<file path="config.mk">
export PLATFORM = sky130hd
export DESIGN_NAME = sdram_frame_sequencer
export DESIGN_NICKNAME = d
export VERILOG_FILES = /design/src/rtl/sdram_frame_sequencer.sv
export SDC_FILE = /design/constraint.sdc
export NUM_CORES = 1
export LEC_CHECK = 0
export ABC_CLOCK_PERIOD_IN_PS = 4830
export BUFFER_PORTS_ARGS = -buffer_cell sky130_fd_sc_hd__buf_2
export CAP_MARGIN = 20
export CORE_MARGIN = 1
export CORE_UTILIZATION = 35
export DETAILED_ROUTE_END_ITERATION = 16
export GPL_TIMING_DRIVEN = 0
export PLACE_DENSITY = 0.59
export SETUP_SLACK_MARGIN = 0.3
export SYNTH_ARGS = -nofsm -noshare
export SYNTH_HDL_FRONTEND = slang
export SYNTH_SLANG_ARGS = --single-unit
</file>
<file path="constraint.sdc">
create_clock -name clk -period 4.83 [get_ports clk]
set_input_delay 1.449 -clock clk [delete_from_list [all_inputs] [get_ports clk]]
set_output_delay 1.449 -clock clk [all_outputs]
set_load 0.01 [all_outputs]
</file>
<file path="src/rtl/sdram_frame_sequencer.sv">
// Burst sequencer between the pixel FIFOs and the SDRAM controller command port.
// Arbitrates write/read bursts and rotates 1-3 frame buffers at frame boundaries.
module sdram_frame_sequencer #(
  parameter int ADDR_W      = 25,
  parameter int FRAME_WORDS = 307200,
  parameter int BURST_LEN   = 256,
  parameter int NUM_BUFS    = 2,
  parameter int BASE_ADDR   = 0,
  parameter int BUF_STRIDE  = 524288,
  parameter int LEVEL_W     = 10
) (
  input  logic                         clk,
  input  logic                         reset,
  input  logic                         enable,
  input  logic [LEVEL_W-1:0]           wr_level,
  input  logic [LEVEL_W-1:0]           rd_space,
  output logic                         cmd_valid,
  input  logic                         cmd_ready,
  output logic                         cmd_write,
  output logic [ADDR_W-1:0]            cmd_addr,
  output logic [$clog2(BURST_LEN):0]   cmd_len,
  input  logic                         burst_done,
  output logic                         wr_frame_done,
  output logic                         rd_frame_start,
  output logic [1:0]                   wr_buf,
  output logic [1:0]                   rd_buf,
  output logic                         busy
);
  localparam int LEN_W = $clog2(BURST_LEN) + 1;
  localparam int OFF_W = (FRAME_WORDS > 1) ? $clog2(FRAME_WORDS + 1) : 1;

  typedef enum logic [1:0] {IDLE, ISSUE, WAIT} state_t;
  state_t state, state_nxt;

  logic [OFF_W-1:0] wr_off, rd_off;
  logic [1:0]       latest;
  logic             ready, wr_hold, last_wr;
  logic [LEN_W-1:0] wr_need, rd_need;
  logic             wr_elig, rd_elig, grant_wr, grant_rd;
  logic [31:0]      wr_rem, rd_rem, off_nxt;
  logic             frame_end;

  function automatic logic [LEN_W-1:0] need(input logic [31:0] rem);
    return (rem >= 32'(BURST_LEN)) ? LEN_W'(BURST_LEN) : LEN_W'(rem);
  endfunction

  function automatic logic [ADDR_W-1:0] buf_addr(input logic [1:0] idx, input logic [OFF_W-1:0] off);
    logic [63:0] a;
    a = 64'(BASE_ADDR) + 64'(idx) * 64'(BUF_STRIDE) + 64'(off);
    return a[ADDR_W-1:0];
  endfunction

  assign wr_rem    = 32'(FRAME_WORDS) - 32'(wr_off);
  assign rd_rem    = 32'(FRAME_WORDS) - 32'(rd_off);
  assign wr_need   = need(wr_rem);
  assign rd_need   = need(rd_rem);
  assign wr_elig   = enable & ~wr_hold & (32'(wr_level) >= 32'(wr_need));
  assign rd_elig   = enable & (32'(rd_space) >= 32'(rd_need));
  // cmd_write/cmd_len still describe the outstanding burst while in WAIT
  assign off_nxt   = (cmd_write ? 32'(wr_off) : 32'(rd_off)) + 32'(cmd_len);
  assign frame_end = (off_nxt == 32'(FRAME_WORDS));
  assign busy      = (state != IDLE);

  always_ff @(posedge clk or posedge reset) begin
    if (reset) state <= IDLE;
    else       state <= state_nxt;
  end

  always_comb begin
    state_nxt = state;
    grant_wr  = 1'b0;
    grant_rd  = 1'b0;
    case (state)
      IDLE: begin
        grant_wr = wr_elig & (~rd_elig | ~last_wr);
        grant_rd = rd_elig & ~grant_wr;
        if (grant_wr | grant_rd) state_nxt = ISSUE;
      end
      ISSUE:   if (cmd_valid & cmd_ready) state_nxt = WAIT;
      WAIT:    if (burst_done) state_nxt = IDLE;
      default: state_nxt = IDLE;
    endcase
  end

  always_ff @(posedge clk or posedge reset) begin
    if (reset) begin
      cmd_valid      <= 1'b0;
      cmd_write      <= 1'b0;
      cmd_addr       <= '0;
      cmd_len        <= '0;
      wr_frame_done  <= 1'b0;
      rd_frame_start <= 1'b0;
      wr_off         <= '0;
      rd_off         <= '0;
      rd_buf         <= 2'd0;
      wr_buf         <= (NUM_BUFS > 1) ? 2'd1 : 2'd0;
      latest         <= 2'd0;
      ready          <= 1'b0;
      wr_hold        <= 1'b0;
      last_wr        <= 1'b0;
    end else begin
      wr_frame_done  <= 1'b0;
      rd_frame_start <= 1'b0;
      if (grant_wr | grant_rd) begin
        cmd_valid <= 1'b1;
        cmd_write <= grant_wr;
        cmd_addr  <= grant_wr ? buf_addr(wr_buf, wr_off) : buf_addr(rd_buf, rd_off);
        cmd_len   <= grant_wr ? wr_need : rd_need;
        last_wr   <= grant_wr;
      end
      if (state == ISSUE && cmd_ready) cmd_valid <= 1'b0;
      if (state == WAIT && burst_done) begin
        if (cmd_write) begin
          wr_off <= frame_end ? '0 : OFF_W'(off_nxt);
          if (frame_end) begin
            wr_frame_done <= 1'b1;
            latest        <= wr_buf;
            ready         <= 1'b1;
            if (NUM_BUFS == 2) begin
              // writer parks on the displayed buffer until the reader swaps away
              wr_buf  <= rd_buf;
              wr_hold <= 1'b1;
            end else if (NUM_BUFS == 3) begin
              // the one index that is neither displayed nor the just-finished frame
              wr_buf <= 2'd3 - rd_buf - wr_buf;
            end
          end
        end else begin
          rd_off <= frame_end ? '0 : OFF_W'(off_nxt);
          if (frame_end) begin
            rd_frame_start <= 1'b1;
            if (ready) begin
              rd_buf  <= latest;
              ready   <= 1'b0;
              wr_hold <= 1'b0;
            end
          end
        end
      end
    end
  end
endmodule
</file>
==> qor.yml <==
fmax_ghz: 0.227
setup_viol: 0
outcome: "complete, no violations"
cts.hold.buffers_added: 0
start_util_pct: 36.2
hold_violations: 0
detailed_place_hpwl_um: 13100
place_congestion: 0.873
path_max_fanout: 10
drive_above_1_share_pct: 31.0
cap_viol_max_count: 0
clk_pin_slew_ns: 0.06
p_total_uw: 3810
most-common-layout-cells: "nand2_1 (90), dfrtp_1 (72), buf_2 (70)"
endpoint_kind: "register"
clock-skew-final_ns: 0.00362
final_area_sq_um: 7230
final_common_cell: "nand2_1"
cts_tree: "yes"
drc_errors: 0
drt_iter0_markers: 505
required_ns: 5.06
fp-row-count: 45
routed_wl_um: 18100
die_area_sq_um: 16400
ys_seq_area_share_pct: 37.0
ant_nets: 0
p_leak_uw: 0.00323
grt_pass1_vias: 5087
ys.flop_type: "dfrtp_1"
grt_pass1_wl_um: 28100
fin_crit_sh_pct: 91.1
core_area_sq_um: 15300
post-route-min-period_ns: 4.40
final_max_slew_viol_count: 0
ir_worst_vdd_mv: 0.251
cp_data_arrival_time_ns: 4.63
cts_buffer_depth: 2
drt-pass1-iter-count: 5
cts_sinks: 82
yosys_warnings: 0
rsz0062_at_grt: "yes"
clockRootBuffer: "clkbuf_16"
slowest_stage: "or4_1"
syn-instance-count: 634
syn_avg_cell_area_sq_um: 8.75
worstPathCellList: "clkbuf_8, buf_6, mux2_2, ha_1, buf_6, a21o_1, a31o_1, or3_1, a22oi_1, nand4_1, or4_1, buf_2, nor3_4, buf_4, mux2_2"
numCtsBuffers: 9
max_slew_margin_pct: 56.4
vias: 5352
whs_ns: 0.475
nets: 803
synth_area_sq_um: 5550
place_area_sq_um: 6170
track_usage_pct: 22.5
h-tree-depth: 3
post-route-util_pct: 47.2
wire_per_inst_um: 18.8
cpPeakStageDelay_ns: 0.55
synth.distinct_cells: 70
antenna_cells: 0
synth_edf_count: 0
grt_overflow: 0
port_buffers: 63
ys_ff_latch: 82
start_kind: "register"
antenna_found_initial: 0
die_h_um: 128
tightest_slew_ns: 0.654
syn2layout_area_growth_pct: 30.3
hp-class: "reg2reg"
viasPerCell: 5.56
grt_max_degree: 74
num_io_pins: 68
synthArstFlopShare_pct: 100
clock_latency_ns: 0.35
power_density_nw_per_um2: 526
crit_type: "reg2reg"
die_width_um: 128
==> kinds of logic (layout without fill, tap and decap cells) <==
logic type | after synthesis | count (layout) | share of synthesized area, %
AO/OA/AOI/OAI | 168 | 168 | 19.1
XOR/XNOR | 27 | 27 | 4.26
adder cells (fa/ha/maj) | 32 | 32 | 7.35
buffers and inverters | 68 | 181 | 5.14
flip-flops | 82 | 82 | 37.0
multiplexers | 48 | 48 | 9.04
other | 1 | 4 | 0.0676
AND/OR/NAND/NOR | 208 | 209 | 18.0
==> stage by stage <==
stage | cells | setup WS [ns] | setup TNS (ns)
floorplan | 637 | 0.331 | 0
global placement | 911 | -1.63 | -58.43
detailed placement | 913 | -1.00 | -38.10
CTS | 944 | 0.295 | 0
global route | 962 | 0.263 | 0
finish | 962 | 0.429 | 0
==> power by group <==
group	leakage, uW	switching [uW]	internal [uW]
sequential	0.00109	189	837
combinational	0.00197	1130	835
clock	0.000173	291	521
==> state kept, by name, indices dropped and copies added, names as in the netlist <==
signal / count
cmd_addr: 21
cmd_len: 9
cmd_valid: 1
cmd_write: 1
latest: 2
rd_buf: 2
rd_frame_start: 1
rd_off: 19
ready: 1
state: 2
wr_buf: 2
wr_frame_done: 1
wr_hold: 1
wr_off: 19
==> worst max-delay path, delay by kind of cell (launching register included) <==
family	cells	cell delay, ns
DFF	1	0.43
muxes	2	0.70
buffers and inverters	5	0.91
AOI/OAI and AO/OA	3	0.67
and+or+nand+nor	4	1.26
adders and majority gates	1	0.29
==> worst paths after layout <==
check                              from           end  slack (ns)  cells after the start
setup / recovery              cmd_write     latest[1]        0.43                     15
hold / removal             cmd_addr[17]  cmd_addr[17]        0.48                      2
setup reg to reg              cmd_write     latest[1]        0.43                     15
max in group asynchronous         reset     wr_off[5]        3.20                      3
hold reg to reg            cmd_addr[17]  cmd_addr[17]        0.48                      2
min in group asynchronous         reset    wr_off[12]        1.00                      2
==> cell usage after synthesis, types with 4 or more instances <==
| library cell | instances | area [sq um] |
|---|---|---|
| a211oi_1 | 10 | 75.1 |
| a21o_1 | 6 | 45.0 |
| a21oi_1 | 29 | 145 |
| a221oi_1 | 5 | 43.8 |
| and2_1 | 4 | 25.0 |
| and3_1 | 8 | 50.1 |
| buf_1 | 4 | 15.0 |
| buf_2 | 6 | 30.0 |
| buf_4 | 4 | 30.0 |
| clkbuf_1 | 33 | 124 |
| dfrtp_1 | 81 | 2030 |
| ha_1 | 31 | 388 |
| inv_1 | 20 | 75.1 |
| mux2_2 | 17 | 191 |
| mux2i_1 | 31 | 310 |
| nand2_1 | 93 | 349 |
| nand2b_1 | 8 | 50.1 |
| nand3_1 | 16 | 80.1 |
| nand3b_1 | 4 | 30.0 |
| nand4_1 | 9 | 56.3 |
| nor2_1 | 30 | 113 |
| nor2b_1 | 4 | 25.0 |
| nor3_1 | 13 | 65.1 |
| o21a_1 | 4 | 30.0 |
| o21ai_0 | 65 | 325 |
| o21ai_1 | 5 | 25.0 |
| o31ai_1 | 8 | 60.1 |
| xnor2_1 | 15 | 131 |
| xor2_1 | 12 | 105 |
==> timing repair <==
| action | CTS | global route |
|---|---|---|
| resized for setup | 62 | 94 |
| endpoints found under the setup margin | 51 | 46 |
| setup buffers | 12 | 18 |
| cloned | 3 | 0 |
| hold endpoints to repair | 0 | 0 |
| pin swaps | 10 | 21 |
==> final cells by class <==
class	instances	area, sq um
plain buffers	48	309
fillers	1511	8080
flip-flops and latches	82	2060
multi-input cells	488	3570
clock inverters	6	113
clock buffers	10	239
inverters	20	77.6
repair buffers	97	596
well taps	211	264
==> routing by layer <==
metal  wire [um]  vias to the layer above  GRT usage [%]  part of all wire (%)
li1            -                     2502              -                     -
met1        8090                     2620           30.5                    45
met2        8500                      198           35.8                    47
met3        1130                       32           4.84                   6.2
met4         363                        0           7.27                   2.0
met5           0                        -              0                     0
Power figures use the tool's default switching activity.
